$ cat src/rtl/alu_seq_pkg.sv
`default_nettype none
// ============================================================================
//  Module      : alu_seq_pkg
//  Description : Shared types and helpers for the nibble-serial ALU sequencer.
//                Defines the sequencer state encoding, the per-command slice
//                control bundle, the nibble-count / index-width helpers and
//                named slice encodings for common logic-mode functions.
//  Revision    : 1.0 - initial release
// ============================================================================
package alu_seq_pkg;

  typedef enum logic [1:0] {
    IDLE = 2'd0,
    RUN  = 2'd1,
    DONE = 2'd2
  } state_t;

  // Control fields applied unchanged to every nibble of one operation.
  typedef struct packed {
    logic [3:0] s;
    logic       m;
    logic       ci;
  } alu_ctrl_t;

  // Logic-mode slice encodings (all used with M=1).
  localparam logic [3:0] S_NOT_A  = 4'b0000;
  localparam logic [3:0] S_XOR    = 4'b0110;
  localparam logic [3:0] S_PASS_A = 4'b1111;

  function automatic int nib_count(input int width);
    return width / 4;
  endfunction

  // A single-nibble operation still needs a 1-bit index register.
  function automatic int idx_width(input int nib);
    return (nib <= 1) ? 1 : $clog2(nib);
  endfunction

endpackage
`default_nettype wire

$ cat src/rtl/alu_seq_nib_sel.sv
`default_nettype none
// ============================================================================
//  Module      : alu_seq_nib_sel
//  Description : Combinational selector returning nibble i_idx of both
//                operands. Out-of-range indices return zero.
//  Ports       : i_a, i_b  [WIDTH-1:0]  latched operands
//                i_idx     [IDX_W-1:0]  nibble index
//                o_a, o_b  [3:0]        selected nibbles
//  Revision    : 1.0 - initial release
// ============================================================================
module alu_seq_nib_sel #(
  parameter int WIDTH = 16,
  parameter int IDX_W = 2
) (
  input  logic [WIDTH-1:0] i_a,
  input  logic [WIDTH-1:0] i_b,
  input  logic [IDX_W-1:0] i_idx,
  output logic [3:0]       o_a,
  output logic [3:0]       o_b
);

  localparam int NIB = WIDTH / 4;

  // Loop-based mux keeps every part-select constant, so no index can
  // address bits beyond the operand even when WIDTH is not a power of two.
  always_comb begin
    o_a = 4'h0;
    o_b = 4'h0;
    for (int i = 0; i < NIB; i++) begin
      if (i_idx == IDX_W'(i)) begin
        o_a = i_a[4*i +: 4];
        o_b = i_b[4*i +: 4];
      end
    end
  end

endmodule
`default_nettype wire

$ cat src/rtl/alu_nibble_sequencer.sv
`default_nettype none
// ============================================================================
//  Module      : alu_nibble_sequencer
//  Description : Runs one WIDTH-bit operation through an external 4-bit ALU
//                slice, one nibble per cycle, LSB nibble first. Nibbles are
//                independent lanes sharing s/M/ci; no carry between nibbles.
//  Ports       : clk, rst_n (async, active-low)
//                req_valid/req_ready, req_s, req_m, req_ci, req_a, req_b
//                alu_s, alu_m, alu_ci, alu_a, alu_b -> slice ; alu_y <- slice
//                rsp_valid/rsp_ready, rsp_y
//  Config      : ALU_SEQ_OVERLAP_EN - accept a new command in DONE on the same
//                edge as the response handoff (one op per NIB+1 cycles).
//  Revision    : 1.0 - initial release
// ============================================================================
module alu_nibble_sequencer
  import alu_seq_pkg::*;
#(
  parameter int WIDTH = 16
) (
  input  logic             clk,
  input  logic             rst_n,
  input  logic             req_valid,
  output logic             req_ready,
  input  logic [3:0]       req_s,
  input  logic             req_m,
  input  logic             req_ci,
  input  logic [WIDTH-1:0] req_a,
  input  logic [WIDTH-1:0] req_b,
  output logic [3:0]       alu_s,
  output logic             alu_m,
  output logic             alu_ci,
  output logic [3:0]       alu_a,
  output logic [3:0]       alu_b,
  input  logic [3:0]       alu_y,
  output logic             rsp_valid,
  input  logic             rsp_ready,
  output logic [WIDTH-1:0] rsp_y
);

  localparam int NIB   = nib_count(WIDTH);
  localparam int IDX_W = idx_width(NIB);
  localparam logic [IDX_W-1:0] c_LAST_IDX = IDX_W'(NIB - 1);

  if (((WIDTH % 4) != 0) || (WIDTH < 4)) begin : g_width_check
    $error("alu_nibble_sequencer: WIDTH must be a multiple of 4 and >= 4");
  end

  state_t           r_state;
  state_t           w_state_nxt;
  alu_ctrl_t        r_ctrl;
  logic [WIDTH-1:0] r_a;
  logic [WIDTH-1:0] r_b;
  logic [IDX_W-1:0] r_idx;
  logic             r_rsp_valid;
  logic [WIDTH-1:0] r_rsp_y;
  logic             w_accept;
  logic             w_handoff;
  logic [3:0]       w_nib_a;
  logic [3:0]       w_nib_b;

  alu_seq_nib_sel #(
    .WIDTH (WIDTH),
    .IDX_W (IDX_W)
  ) u_nib_sel (
    .i_a   (r_a),
    .i_b   (r_b),
    .i_idx (r_idx),
    .o_a   (w_nib_a),
    .o_b   (w_nib_b)
  );

  always_ff @(posedge clk or negedge rst_n) begin
    if (!rst_n) begin
      r_state <= IDLE;
    end else begin
      r_state <= w_state_nxt;
    end
  end

  // Next state, handshakes and slice drive. Slice inputs are held at zero
  // outside RUN so the slice sees no activity between operations.
  always_comb begin
    w_state_nxt = r_state;
    req_ready   = 1'b0;
    w_accept    = 1'b0;
    w_handoff   = 1'b0;
    alu_s       = 4'h0;
    alu_m       = 1'b0;
    alu_ci      = 1'b0;
    alu_a       = 4'h0;
    alu_b       = 4'h0;
    case (r_state)
      IDLE: begin
        req_ready = 1'b1;
        if (req_valid) begin
          w_accept    = 1'b1;
          w_state_nxt = RUN;
        end
      end
      RUN: begin
        alu_s  = r_ctrl.s;
        alu_m  = r_ctrl.m;
        alu_ci = r_ctrl.ci;
        alu_a  = w_nib_a;
        alu_b  = w_nib_b;
        if (r_idx == c_LAST_IDX) begin
          w_state_nxt = DONE;
        end
      end
      DONE: begin
        if (rsp_ready) begin
          w_handoff   = 1'b1;
          w_state_nxt = IDLE;
`ifdef ALU_SEQ_OVERLAP_EN
          req_ready = 1'b1;
          if (req_valid) begin
            w_accept    = 1'b1;
            w_state_nxt = RUN;
          end
`endif
        end
      end
      default: begin
        w_state_nxt = IDLE;
      end
    endcase
  end

  always_ff @(posedge clk or negedge rst_n) begin
    if (!rst_n) begin
      r_ctrl      <= '0;
      r_a         <= '0;
      r_b         <= '0;
      r_idx       <= '0;
      r_rsp_valid <= 1'b0;
      r_rsp_y     <= '0;
    end else begin
      if (w_accept) begin
        r_ctrl <= '{s: req_s, m: req_m, ci: req_ci};
        r_a    <= req_a;
        r_b    <= req_b;
        r_idx  <= '0;
      end else if ((r_state == RUN) && (r_idx != c_LAST_IDX)) begin
        r_idx <= r_idx + 1'b1;
      end

      // The previous result stays visible until each nibble is overwritten.
      if (r_state == RUN) begin
        for (int i = 0; i < NIB; i++) begin
          if (r_idx == IDX_W'(i)) begin
            r_rsp_y[4*i +: 4] <= alu_y;
          end
        end
      end

      if ((r_state == RUN) && (r_idx == c_LAST_IDX)) begin
        r_rsp_valid <= 1'b1;
      end else if (w_handoff) begin
        r_rsp_valid <= 1'b0;
      end
    end
  end

  assign rsp_valid = r_rsp_valid;
  assign rsp_y     = r_rsp_y;

endmodule
`default_nettype wire

$ cat config.mk
export PLATFORM = sky130hd
export DESIGN_NAME = alu_nibble_sequencer
export DESIGN_NICKNAME = d
export VERILOG_FILES = /design/src/rtl/alu_seq_pkg.sv /design/src/rtl/alu_seq_nib_sel.sv /design/src/rtl/alu_nibble_sequencer.sv
export SDC_FILE = /design/constraint.sdc
export NUM_CORES = 1
export LEC_CHECK = 0
export CORE_MARGIN = 4
export CORE_UTILIZATION = 48
export CTS_CLUSTER_SIZE = 12
export DETAILED_ROUTE_END_ITERATION = 7
export PLACE_DENSITY_LB_ADDON = 0.1
export SLEW_MARGIN = 20
export SYNTH_ARGS = -nofsm -noshare
export SYNTH_HDL_FRONTEND = slang
export SYNTH_SLANG_ARGS = --single-unit
$ cat constraint.sdc
create_clock -name clk -period 2.4 [get_ports clk]
set_input_delay 0.72 -clock clk [delete_from_list [all_inputs] [get_ports clk]]
set_output_delay 0.72 -clock clk [all_outputs]
set_load 0.02 [all_outputs]
==> out/results.txt, run 1 <==
CP Class = reg2out
Max Clock Freq = 0.393 GHz
Multi-input logic area = 0.00135 mm^2
# rows = 27
Grt total ovfl = 0
Slew Viols, Final = 0
Yosys top cell by area = dfrtp_1
Mean Syn Cell Area = 14.6 um^2
PD cells = 1490 mW/mm^2
DRT antenna net count = 0
Post-Syn Instances = 192
Tmin final = 2540 ps
Vias in the first global route = 2079
CP endpoint kind = primary output
Clk_lat worst skew = 340 ps
Ratio of cells with drive above 1 in the final layout = 45.3%
CTS tree = done
Synth unique cells = 27
Core area = 0.00557 mm^2
DP Wirelength = 4.40 mm
Register area = 0.00148 mm^2
Layout Nets = 345
Crit-path max FO = 7
Largest cells by area after synthesis = dfrtp_1 53%, mux2_4 20%, mux2_2 6.9%, a221oi_1 2.5%, o41ai_1 2.5%
Initial antenna violation count = 0
Clk buf depth = 2
Starting Density = 50.1%
Min-delay worst type = in2async
LEAKAGE = 1.87 nW
Synth top area share = 52.8%
DP Cell Count = 351
Non-filler cells, final = 372
Crit path required time = 1680 ps
Gr usage total = 18.1%
Post-layout worst setup margin = -143 ps
Initial drt markers = 84
Post-synth net total = 242
Relative slew slack = 63.3%
Die width = 84.3 um
DRC = 0
Final setup violation count = 8
Clock-pin slew on the worst setup and hold paths = 80 ps
First-pass GRT wire length = 10.1 mm
Status = complete, but fails checks
Post-Route WL = 6.21 mm
Port bufs = 77
Final-report hold violation count = 0
Die height = 84.3 um
Drt first pass iters = 4
Flops & latches, synth = 59
Top-count cell post-synth = dfrtp_1
Largest net degree at the start of global routing = 60
Via-to-Cell Ratio = 5.09
Synth top cells by count = 59 x dfrtp_1, 37 x mux2_4, 17 x mux2_2
Least-Margin Pin Slew = 550 ps
Synthesized cell area = 0.00279 mm^2
Area of the die = 0.00711 mm^2
Via count = 1892
Fillers = 393
H-Tree Depth = 3
DR WL/cell = 16.7 um
Critical path data arrival time = 1820 ps
Hold buffer count at cts = 0
CTS buffer count = 9
EDFF count, synth = 0
Max Cap Viol = 0
Synth Flop Type = dfrtp_1
Ports = 78
Sink Count = 59
GP Congestion = 0.763
Sequential area share after synthesis = 52.8%
Failing checks = negative setup slack
WHS = 381 ps
RSZ-0062 raised after global routing = true
Area Overhead vs Synth = 48.9%
DP Worst Slack = -337 ps
Diode count = 0
Post-synth ARST share = 100%
Worst Skew = 12.7 ps
Synthesis warning total = 0
Fin crit share = 106%
Startpoint Class = register
Clock Root Buffer = clkbuf_8
IR drop worst, VDD = 0.694 mV
repair_timing:
action                                  CTS  global route
buffers inserted                          4             0
cloned                                    1             0
endpoints found under the setup margin   14             9
pin swaps                                 9             0
resized for setup                        83             2
final cells by class:
type / instances / share of cell area, %
Sequential cell: 59 / 35.5
Multi-Input combinational cell: 117 / 32.4
Timing Repair Buffer: 105 / 24.2
Clock buffer: 11 / 3.64
Tap cell: 72 / 2.17
Clock inverter: 5 / 1.80
Inverter: 3 / 0.271
sequential cells by signal (all words and copies together), names as in the netlist:
signal and flops:
rsp_y 16, r_state 2, r_idx 2, r_ctrl 6, rsp_valid 1, r_b 16
r_a 16
per-layer routing:
metal  global-route usage [%]  share of wire [%]  vias to the layer above
li1                         -                  -                      898
met1                     23.3                 45                      926
met2                     29.7                 48                       63
met3                     5.00                6.0                        5
met4                     5.70               0.84                        0
met5                        0                  0                        -
cells in the final DEF, fill, tap and decap left out, types with 2 or more instances in the layout:
| master | Yosys | final |
|---|---|---|
| mux2_2 | 17 | 17 |
| clkinv_2 | 0 | 3 |
| buf_6 | 1 | 7 |
| nand3_1 | 8 | 8 |
| clkdlybuf4s50_1 | 0 | 62 |
| nor2_1 | 3 | 3 |
| buf_2 | 2 | 3 |
| clkbuf_8 | 0 | 11 |
| buf_4 | 1 | 24 |
| nor2b_1 | 11 | 3 |
| inv_1 | 3 | 2 |
| bufinv_16 | 0 | 2 |
| nand2_1 | 6 | 6 |
| nor2b_4 | 0 | 7 |
| o41ai_2 | 0 | 8 |
| buf_12 | 3 | 3 |
| a221oi_1 | 8 | 3 |
| dlygate4sd2_1 | 0 | 6 |
| dfrtp_1 | 59 | 59 |
| a21oi_1 | 2 | 2 |
| a221oi_2 | 0 | 5 |
| ha_2 | 0 | 3 |
| mux2_4 | 37 | 37 |
| and2_1 | 6 | 6 |
critical path: stages (launching register included):
cell and delay [ps]:
dfrtp_1 400, inv_2 80, ha_2 180, nor2b_4 150, buf_6 150, a221oi_1 90, o41ai_2 240, buf_4 200
logic make-up (layout without fill, tap and decap cells):
| logic type | Yosys count | count (layout) | share of synthesized area (%) |
|---|---|---|---|
| AOI/OAI and AO/OA | 19 | 19 | 5.64 |
| xor gates and xnor gates | 1 | 1 | 0.314 |
| adders and majority gates | 4 | 4 | 1.79 |
| buffers and inverters | 16 | 124 | 4.84 |
| DFF | 59 | 59 | 52.8 |
| muxes | 55 | 55 | 27.1 |
| and+or+nand+nor | 38 | 38 | 7.48 |
power breakdown:
part / total (mW) / switching (mW) / leakage, nW / internal (mW)
Sequential: 1.86 / 0.347 / 0.697 / 1.51
Combinational: 3.33 / 1.43 / 1.05 / 1.90
Clock: 1.02 / 0.388 / 0.119 / 0.636
worst paths after layout:
| check | start | slack [ps] | cells after the start | endpoint |
|---|---|---|---|---|
| worst min-delay path | rst_n | 380 | 2 | r_b[5] |
| worst max-delay path | r_idx[0] | -140 | 7 | alu_a[0] |
| max in group asynchronous | rst_n | 1760 | 2 | r_state[0] |
| worst min register to register | rsp_y[11] | 500 | 1 | rsp_y[11] |
| min in group clk | rsp_y[11] | 500 | 1 | rsp_y[11] |
| worst max register to register | r_idx[0] | 460 | 7 | r_idx[1] |
stage by stage:
stage	power, mW	utilization (%)	TNS, ps	area [um^2]
2_1_floorplan	3.82	-	0	2850
5_1_grt	6.56	74.6	-1890	4160
3_3_place_gp	4.98	68.1	-1960	3800
6_report	6.21	74.6	-861	4160
3_5_place_dp	5.04	68.1	-2380	3800
4_1_cts	6.24	74.5	-1030	4160
Note: power is estimated with default switching activity, not from simulation.
==> inputs of run 2 (changes only) <==
- CAP_MARGIN: unset -> 5
- CORE_MARGIN: 4 -> unset
==> run 2 against run 1 <==
  * Design area up 1.6%
  * Combinational power up 9.3%
  * Fmax down 5.3%
  * The flow still finishes with violations (negative setup slack)
  * Global-route usage up 4.2 points
  * Setup slack worse by 140 ps
  * Register-to-register slack worse by 120 ps
  * Critical path type unchanged
  * Flip-flop and latch count unchanged
  * Critical path depth up 1
  * Highest routed layer unchanged
  * Largest cell class unchanged
==> out/results.txt, run 2 (synthesis gave the netlist of run 1 again) <==
Design area = 0.00423 mm^2 (+1.6%)
# rows = 27 (unchanged)
Crit-path slowest cell = dfrtp_1
Least-Margin Pin Slew = 583 ps (+32.9 ps)
DP Wirelength = 4.24 mm (-3.6%)
Max Clock Freq = 0.372 GHz (-5.3%)
Crit path required time = 1680 ps (about the same)
Min-delay worst type = in2async
Gr usage total = 22.3% (+4.2 points)
Post-Route WL = 6.58 mm (+6.0%)
Max stage delay on crit path = 370 ps (-30 ps)
CTS tree = done
Grt total ovfl = 0 (unchanged)
DP Worst Slack = -329 ps (+7.72 ps)
Clock-pin slew on the worst setup and hold paths = 70 ps (about the same)
Die height = 78.3 um (-7.1%)
R2r setup slk = 340 ps (-120 ps)
Clk buf depth = 2 (unchanged)
Vias in the first global route = 2090 (+0.53%)
Slew Viols, Final = 0 (unchanged)
H-Tree Depth = 3 (unchanged)
Fin Setup TNS = -1700 ps (-840 ps)
Sink Count = 59 (unchanged)
Area after DPL = 0.00382 mm^2 (+0.53%)
Crit-path max FO = 7 (unchanged)
Max Cap Viol = 0 (unchanged)
CTS buffer count = 9 (unchanged)
Largest net degree at the start of global routing = 30 (-50%)
Hold buffer count at cts = 0 (unchanged)
Final-report hold violation count = 0 (unchanged)
Fillers = 382 (-2.8%)
Post-layout worst setup margin = -285 ps (-142 ps)
Port bufs = 77 (unchanged)
Leading cell type in the layout, fill and taps excluded = clkdlybuf4s50_1
Area Overhead vs Synth = 51.3%
Non-filler cells, final = 379 (+1.9%)
Via count = 1975 (+4.4%)
Most frequent cells in the layout = 62 x clkdlybuf4s50_1, 59 x dfrtp_1, 37 x mux2_4
Critical path data arrival time = 1970 ps (+150 ps)
Fin crit share = 112% (+5.9 points)
DRC = 0 (unchanged)
CP endpoint kind = primary output
Final setup violation count = 8 (unchanged)
Relative slew slack = 61.1% (-2.2 points)
Drt first pass iters = 4 (unchanged)
Tmin final = 2690 ps (+142 ps)
GP Congestion = 0.770 (+0.97%)
Status = complete, but fails checks
IR drop worst, VDD = 0.825 mV (+19%)
Startpoint Class = register
Worst Setup SP = r_idx[1]
Die width = 78.3 um (-7.1%)
LEAKAGE = 1.88 nW (+0.71%)
Diode count = 0 (unchanged)
Core area = 0.00557 mm^2 (unchanged)
Worst Skew = 7.86 ps (-4.80 ps)
CP Class = reg2out
RSZ-0062 raised after global routing = true
DRT antenna net count = 0 (unchanged)
Final Util = 75.8% (+1.2 points)
Ports = 78 (unchanged)
CP most frequent cell = buf_4
Via-to-Cell Ratio = 5.21 (+2.5%)
Layout Nets = 353 (+2.3%)
Starting Density = 50.1% (unchanged)
DR WL/cell = 17.4 um (+4.1%)
PD cells = 1480 mW/mm^2 (-0.52%)
Clk_lat worst skew = 330 ps (about the same)
Initial antenna violation count = 0 (unchanged)
Failing checks = negative setup slack
DP Cell Count = 352 (+0.28%)
First-pass GRT wire length = 10.1 mm (-0.27%)
Initial drt markers = 86 (+2.4%)
CP Cell Sequence = inv_1 > ha_2 > nor2b_4 > buf_6 > buf_4 > a221oi_4 > o41ai_4 > buf_4
Worst Path Buf+Inv = 4 (+1)
Area of the die = 0.00613 mm^2 (-14%)
Delay-heaviest family, CP = buffers and inverters
Reg2reg start = r_idx[0]
Clock Root Buffer = clkbuf_8
Ratio of cells with drive above 1 in the final layout = 49.2% (+3.9 points)
-- run 2: metrics by stage --
stage	hold WS (ps)	power, mW
floorplan	424	3.82
CTS	292	6.05
global placement	484	4.99
global route	301	6.62
detailed placement	488	5.06
finish	291	6.28
-- run 2: routing by layer --
layer	vias to the layer above	wire length [um]	part of all wire [%]	track usage, %
met4	0	132	2.0	10.7
met1	988	2890	44	28.8
met3	14	277	4.2	5.81
met5	-	0	0	0
met2	62	3280	50	35.1
li1	911	-	-	-
-- run 2: worst reg2reg max path, stage by stage, from the launching register on --
cell and delay (ps):
dfrtp_1 410, buf_4 170, ha_4 160, buf_8 140, buf_4 130, buf_4 130, nor3b_1 500, mux2i_1 250
nor2_1 50
-- run 2: what timing repair did --
action / in CTS / in global routing
pin swaps: 12 / 2
endpoints found under the setup margin: 14 / 14
resized for setup: 82 / 26
endpoints found under the hold margin: 0 / 0
setup buffers: 7 / 4
cloned: 1 / 1
-- run 2: worst paths after layout --
| kind | to | cells past startpoint |
|---|---|---|
| worst min-delay path | rsp_y[4] | 1 |
| min in group clk | rsp_y[15] | 1 |
| worst min register to register | rsp_y[15] | 1 |
| worst max-delay path | alu_a[1] | 8 |
| worst max register to register | r_idx[1] | 8 |
| max in group asynchronous | r_a[13] | 2 |
-- run 2: layout make-up --
class | instances | area [um^2] | area share [%]
multi-input cells | 117 | 1430 | 33.8
clock buffers | 12 | 145 | 3.43
repair buffers | 113 | 1060 | 25.1
inverters | 3 | 11.3 | 0.266
well taps | 72 | 90.1 | 2.13
clock inverters | 3 | 15.0 | 0.355
flip-flops and latches | 59 | 1480 | 34.9
-- run 2: power by group --
part | internal (mW) | switching (mW) | leakage [nW] | total (mW)
sequential | 1.51 | 0.373 | 0.697 | 1.88
clock | 0.392 | 0.358 | 0.0860 | 0.750
combinational | 2.06 | 1.59 | 1.10 | 3.64
==> inputs of run 3 (changes only) <==
- RECOVER_POWER: unset -> 25
==> run 3 against run 2 <==
  * Highest routed layer unchanged
  * Critical path depth did not move
  * Fmax stayed put
  * The run still ends with negative setup slack left
  * Combinational power about the same
  * Cell count unchanged
  * Sequential power is essentially flat
  * Sequential share of layout area increased by 0.13 points
  * Clock skew is essentially flat
  * First-iteration DRC count stayed put
==> out/results.txt, run 3 (synthesis gave the netlist of run 1 again) <==
CTS buffer count = 9 (unchanged)
First-pass GRT wire length = 10.1 mm (unchanged)
Initial drt markers = 86 (unchanged)
Clk_lat worst skew = 330 ps (about the same)
Post-layout worst setup margin = -285 ps (-0.00200 ps)
H-Tree Depth = 3 (unchanged)
CP Class = reg2out
Gr usage total = 22.3% (unchanged)
Max Clock Freq = 0.372 GHz (unchanged)
WHS = 432 ps (+140 ps)
Critical path data arrival time = 1970 ps (about the same)
Largest net degree at the start of global routing = 30 (unchanged)
Grt total ovfl = 0 (unchanged)
PD cells = 1490 mW/mm^2 (+0.32%)
Crit path required time = 1680 ps (about the same)
Leading cell type in the layout, fill and taps excluded = clkdlybuf4s50_1
Least-Margin Pin Slew = 752 ps (+169 ps)
Fin Setup TNS = -1700 ps (-0.250 ps)
Clk buf depth = 2 (unchanged)
DP Wirelength = 4.24 mm (unchanged)
Via-to-Cell Ratio = 5.21 (unchanged)
Ports = 78 (unchanged)
Tmin final = 2690 ps (+0.00200 ps)
Final setup violation count = 8 (unchanged)
LEAKAGE = 1.88 nW (-0.42%)
Initial antenna violation count = 0 (unchanged)
Relative slew slack = 49.9% (-11 points)
Port bufs = 77 (unchanged)
# rows = 27 (unchanged)
Failing checks = negative setup slack
Vias in the first global route = 2090 (unchanged)
DR WL/cell = 17.4 um (about the same)
Fin crit share = 112% (about the same)
Via count = 1975 (unchanged)
CP endpoint kind = primary output
Ratio of cells with drive above 1 in the final layout = 48.9% (-0.33 points)
IR drop worst, VDD = 0.825 mV (about the same)
Diode count = 0 (unchanged)
Clock Root Buffer = clkbuf_8
Crit-path max FO = 7 (unchanged)
Post-Route WL = 6.59 mm (about the same)
CTS tree = done
Worst Skew = 7.86 ps (+0.0000300 ps)
Clock-pin slew on the worst setup and hold paths = 70 ps (about the same)
Max Cap Viol = 0 (unchanged)
Core area = 0.00557 mm^2 (unchanged)
Slew Viols, Final = 0 (unchanged)
RSZ-0062 raised after global routing = true
Startpoint Class = register
Die width = 78.3 um (unchanged)
Starting Density = 50.1% (unchanged)
Most frequent cells in the layout = 62 x clkdlybuf4s50_1, 59 x dfrtp_1, 37 x mux2_4
Area of the die = 0.00613 mm^2 (unchanged)
Sink Count = 59 (unchanged)
DRC = 0 (unchanged)
Die height = 78.3 um (unchanged)
Final Util = 75.6% (-0.29 points)
DRT antenna net count = 0 (unchanged)
Drt first pass iters = 4 (unchanged)
Layout Nets = 353 (unchanged)
Final-report hold violation count = 0 (unchanged)
Min-delay worst type = in2async
Area Overhead vs Synth = 50.7%
Hold buffer count at cts = 0 (unchanged)
Status = complete, but fails checks
GP Congestion = 0.770 (unchanged)
## run 3: cell count changes in the layout (fill, tap and decap cells not counted)
cell,previous run,this run
buf_12,4,3
buf_2,3,2
clkbuf_1,2,3
clkbuf_2,6,7
## run 3: where the power goes
group | switching [mW] | internal [mW] | leakage, nW | total [mW]
clock | 0.358 | 0.392 | 0.0860 | 0.750
sequential | 0.373 | 1.51 | 0.697 | 1.88
combinational | 1.58 | 2.05 | 1.09 | 3.64
## run 3: layout make-up
cell class | instances | area, um^2
sequential | 59 | 1480
multi-input combinational | 117 | 1430
fill | 384 | 1360
timing repair buffer | 113 | 1040
clock buffer | 12 | 145
tap | 72 | 90.1
clock inverter | 3 | 15.0
inverter | 3 | 11.3
## run 3: metal layers
layer	up-vias	global-route usage [%]	part of all wire, %
met2	62	35.1	50
met3	14	5.81	4.2
met5	-	0	0
met4	0	10.7	2.0
met1	988	28.8	44
li1	911	-	-
## run 3: final timing paths
path                           start        end  slack (ps)  cells past startpoint
max                         r_idx[1]   alu_a[1]        -290                      8
min                            rst_n   rsp_y[4]         430                      1
max reg2reg                 r_idx[0]   r_idx[1]         340                      8
min reg2reg                rsp_y[15]  rsp_y[15]         500                      1
max in group asynchronous      rst_n    r_b[15]         790                      2
min in group clk           rsp_y[15]  rsp_y[15]         500                      1
## run 3: metrics by stage
| stage | total power [mW] | cell area, um^2 | std cells | setup WS [ps] |
|---|---|---|---|---|
| after floorplan | 3.82 | 2850 | 192 | 45.8 |
| after global placement | 4.99 | 3820 | 352 | -259 |
| after detailed placement | 5.06 | 3820 | 352 | -329 |
| after CTS | 6.05 | 4140 | 375 | -245 |
| after global routing | 6.61 | 4210 | 379 | -341 |
| final | 6.27 | 4210 | 379 | -285 |
## run 3: critical path, cell delays in order, from the launching register on
cell and delay [ps]:
dfrtp_1 370, inv_1 110, ha_2 280, nor2b_4 60
buf_6 140, buf_4 140, a221oi_4 270, o41ai_4 100
buf_4 170
## run 3: timing repair
| action | 4_1_cts | 5_1_grt |
|---|---|---|
| pin swaps | 12 | 2 |
| setup buffers | 7 | 4 |
| gates resized for setup | 82 | 26 |
| setup endpoints to repair | 14 | 14 |
| endpoints found under the hold margin | 0 | 0 |
| cloned | 1 | 1 |
==> patch 1 (config.mk and constraints of run 2) <==
Encoding of `state_t`: now one-hot (3 bits for 3 states).
--- a/src/rtl/alu_seq_pkg.sv
+++ b/src/rtl/alu_seq_pkg.sv
@@ -9,10 +9,10 @@
 // ============================================================================
 package alu_seq_pkg;
 
-  typedef enum logic [1:0] {
-    IDLE = 2'd0,
-    RUN  = 2'd1,
-    DONE = 2'd2
+  typedef enum logic [2:0] {
+    IDLE = 3'b001,
+    RUN  = 3'b010,
+    DONE = 3'b100
   } state_t;
 
   // Control fields applied unchanged to every nibble of one operation.
Formal check against the unedited RTL: no difference found for any inputs over 10 cycles, from zero or initial values and one cycle with rst_n low; not proved beyond that.
==> patch 1 against run 2 <==
- the flow still finishes with violations (negative setup slack)
- maximum frequency is 5.9% higher
- power shrank 18%
- sequential share of layout area rose by 2.2 points
- first-iteration DRC count is 14% lower
- setup slack gained 150 ps
- clock power increased by 39%
- die area down 1.7%
- count of clock-buffer cells in the layout fell by 1
- area after synthesis fell by 1.7%
- synthesized cell count grew 9.4%
- routed wire length decreased by 8.4%
- cell area down 4.2%
- sequential cell count is 1 higher
- sequential power is 5% lower
- critical path type unchanged
- largest power group unchanged
- highest routed layer unchanged
==> patch 1: results <==
[status]
outcome = finished with violations
violations = negative setup slack

[logic_synthesis]
synthMuxAreaShare_pct = 22.1
yosys_warnings = 0
ys_types = 30
synth_xor_area_share_pct = 0.319
synth_fa_ha_area_share_pct = 1.82
synth_compound_area_share_pct = 7.38
yosys-top-cells-area = dfrtp_1 54%, mux2_2 22%, a211o_1 2.2%
synth.yosys.seq_area_share_pct = 54.7
ys.flop_type = dfrtp_1
synth_nets = 260
synthTopCellsByCount = 59 x dfrtp_1, 53 x mux2_2, 10 x inv_1

[final_layout]
fillers = 382
nets = 360
layout-drive-gt1-share_pct = 42.2

[drt]
vias = 2006
firstDrtPassIters = 5
wire_per_inst_um = 15.6
drtIter0Drc = 74

[cts]
cts_root_buf = clkbuf_8
clk_latency_ps = 340

[sta]
drv_slew = 0
tns_ps = -716
finalHoldViolCount = 0
fin_worst_skew_ps = 9.25
setup_slack_ps = -137
setup-violations-final = 8
slew_headroom_pct = 68.3

[global_routing]
grt_antenna_before_repair = 0
grt_pass1_vias = 2132
grt_max_degree = 42
grt_pass1_wl_um = 10100
groute.usage.overall_pct = 22.6

[power_and_ir_drop]
peakVddDrop_v = 0.000737
p_sw_share_pct = 32.8
leakage_nw = 1.71

[setup_path]
timing.rr.end = rsp_y[10]
critPathMaxFanout = 3
cp.arrival_ps = 1820
reg2reg_slack_ps = 580
worstReg2RegStart = r_state[0]
reg2reg_depth = 7

[place]
place.gp.congestion = 0.778
post-place-ws_ps = -424
hpwl_um = 4160

[worst_hold_path]
hold_path_class = input port to asynchronous set/reset pin
## patch 1: how the worst max path moves through the flow
stage / start / endpoint / slack (ps)
finish: r_idx[0] / alu_a[2] / -140
global route: r_idx[1] / alu_a[2] / -200
CTS: r_idx[0] / alu_a[2] / -160
detailed placement: r_idx[0] / alu_a[0] / -420
global placement: r_idx[0] / alu_a[3] / -430
floorplan: r_idx[1] / alu_a[2] / 30
## patch 1: stage by stage
stage	instance area, um^2	power (mW)	instances	util (%)	hold slack, ps
2_1_floorplan	2750	3.08	210	-	424
5_1_grt	4050	5.49	387	73.5	357
3_3_place_gp	3720	3.91	368	67.5	481
4_1_cts	4040	5.17	386	73.3	336
6_report	4050	5.17	387	73.5	333
3_5_place_dp	3720	3.96	368	67.5	487
## patch 1: area by class of cell
class	count	area share [%]
inverters	10	0.927
flip-flops and latches	60	37.1
well taps	72	2.22
clock buffers	11	3.74
multi-input cells	125	29.3
clock inverters	5	2.07
repair buffers	104	24.6
## patch 1: cells by family (layout without fill, tap and decap cells)
logic type                 Yosys count  count (layout)
xor gates and xnor gates             1               1
DFF                                 60              60
adders and majority gates            4               4
muxes                               54              54
and+or+nand+nor                     37              37
AOI/OAI and AO/OA                   29              29
buffers and inverters               25             130
## patch 1: worst max-delay path, stage by stage (launching register included)
cell and delay, ps:
dfrtp_1 410, ha_2 200, buf_6 110, nand3b_1 140
a221o_1 310, a21oi_2 170, buf_6 140
## patch 1: routing by layer
layer,vias up,track usage [%],wire [um]
met5,-,0,0
met4,0,6.98,78
met3,7,9.53,381
met2,61,35.5,2900
met1,992,28.2,2670
li1,946,-,-
## patch 1: repair_timing
action                     4_1_cts  5_1_grt
cloned                           0        0
buffers inserted                 2        1
setup endpoints to repair       15       15
resized for setup               78       13
pin swaps                        4       11
## patch 1: power by group through the flow
| stage | clock network [mW] | logic [mW] | registers [mW] |
|---|---|---|---|
| floorplan | 0 | 1.20 | 1.88 |
| global placement | 0 | 2.15 | 1.76 |
| detailed placement | 0 | 2.19 | 1.77 |
| CTS | 1.07 | 2.33 | 1.77 |
| global route | 1.11 | 2.53 | 1.84 |
| finish | 1.04 | 2.35 | 1.78 |
==> patch 2 (config.mk and constraints of run 2) <==
Made on the original files. `WIDTH` is set to 16 in 2 places; all go to 32.
--- a/src/rtl/alu_seq_nib_sel.sv
+++ b/src/rtl/alu_seq_nib_sel.sv
@@ -9,7 +9,7 @@
 //  Revision    : 1.0 - initial release
 // ============================================================================
 module alu_seq_nib_sel #(
-  parameter int WIDTH = 16,
+  parameter int WIDTH = 32,
   parameter int IDX_W = 2
 ) (
   input  logic [WIDTH-1:0] i_a,
--- a/src/rtl/alu_nibble_sequencer.sv
+++ b/src/rtl/alu_nibble_sequencer.sv
@@ -15,7 +15,7 @@
 module alu_nibble_sequencer
   import alu_seq_pkg::*;
 #(
-  parameter int WIDTH = 16
+  parameter int WIDTH = 32
 ) (
   input  logic             clk,
   input  logic             rst_n,
Interface: changed (resized req_a, req_b and rsp_y); port bits go from 78 to 126. The function was not compared with the original's and may differ.
==> patch 2 against run 2 <==
- the flow still finishes with violations (negative setup slack)
- routed wire length rose by 86%
- sequential cell count grew 49
- first-iteration DRC count rose by 28%
- largest power group unchanged
- clock skew rose by 4.8 ps
- global-route usage up 2.1 points
- area after synthesis increased by 73%
- power rose by 62%
- critical endpoint unchanged
- cell area rose by 65%
- setup slack worse by 180 ps
==> patch 2: results <==
[status]
outcome = finished with violations
violations = negative setup slack

[place]
hpwl_um = 8630
place.gp.congestion = 0.818
io_buffers = 125
post-place-ws_ps = -731

[worst_hold_path]
hold_path_class = input port to asynchronous set/reset pin

[setup_path]
reg2reg_depth = 7
crit_slowest_cell = dfrtp_2
cp.arrival_ps = 2140
cpPeakStageDelay_ps = 490
cpLargestDelayFamily = compound AO/OA/AOI/OAI gates
path_buf_inv = 3

[global_routing]
groute.usage.overall_pct = 24.4
use_met3_pct = 4.45
grt_pass1_vias = 3731
use_met2_pct = 41.4
grtUsageMet1_pct = 30.6
grt_pass1_wl_um = 18900
grt_max_degree = 50

[drt]
drtIter0Drc = 110
top_layer_used = met4
wirelength_um = 12300
met3_length_um = 517
via_per_inst = 5.51
routedLengthMet1_um = 5180
met2_length_um = 6260

[sta]
tns_ps = -5800
setup-violations-final = 14
slew_headroom_pct = 66.6
fin_worst_skew_ps = 12.6
setup_slack_ps = -462

[logic_synthesis]
yosys-top-cells-area = dfrtp_1 56%, mux2_1 13%, mux2_2 10%
synthTopCellsByCount = 108 x dfrtp_1, 57 x mux2_1, 45 x mux2_2
ys_types = 32
synth_nets = 439
synth-async-reset-ratio_pct = 100
synth.yosys.seq_area_share_pct = 55.8

[power_and_ir_drop]
peakVddDrop_v = 0.000666
p_sw_share_pct = 39.0
comb_power_share_pct = 56.3
leakage_nw = 2.89

[cts]
post-cts-setup-buffers = 4
cts.clk_slew.worst_paths_ps = 100
cts_buffers = 9
cts_resized = 93
clk_latency_ps = 370

[final_layout]
nets = 590
fillers = 716
num_antenna_cells = 0
layout-drive-gt1-share_pct = 31.3
[patch 2: cell types whose count changed after synthesis, sizes merged, moves of 9 or more]
cell / before / now
mux2: 54 / 102
nor2b: 11 / 1
buf: 8 / 17
dfrtp: 59 / 108
o21ai: 0 / 16
[patch 2: layout make-up]
cell class / instances / share of cell area, %
repair buffers: 165 / 23.8
inverters: 6 / 0.430
multi-input cells: 216 / 32.0
clock buffers: 10 / 1.97
well taps: 133 / 2.38
clock inverters: 6 / 0.645
flip-flops and latches: 108 / 38.8
[patch 2: final timing paths]
kind                       slack (ps)         to      start
min in group clk                  490  r_ctrl[4]  r_ctrl[4]
max in group asynchronous        1380   rsp_y[9]      rst_n
hold reg to reg                   490  r_ctrl[4]  r_ctrl[4]
setup reg to reg                  410   rsp_y[4]   r_idx[1]
hold / removal                    300   rsp_y[3]      rst_n
setup / recovery                 -460   alu_a[1]   r_idx[0]
[patch 2: cell families after synthesis]
family	count (synthesis)	share of synthesized area [%]
fa+ha+maj	6	1.55
flops	108	55.8
simple gates	38	4.03
compound gates	69	10.5
xor+xnor	1	0.181
buf+inv	31	4.19
mux	102	23.7
[patch 2: per-stage QoR]
stage | cell area (um^2) | power (mW) | std cells
after floorplan | 4850 | 6.15 | 355
after global placement | 6410 | 8.12 | 623
after detailed placement | 6410 | 8.26 | 623
after CTS | 6860 | 9.86 | 644
after global routing | 6980 | 10.7 | 644
final | 6980 | 10.2 | 644
[patch 2: power groups by stage]
stage | clock network [mW] | logic (mW) | registers, mW
floorplan | 0 | 2.63 | 3.52
detailed placement | 0 | 4.92 | 3.34
global route | 1.13 | 6.11 | 3.51
finish | 1.04 | 5.74 | 3.41
global placement | 0 | 4.81 | 3.32
CTS | 1.06 | 5.43 | 3.37
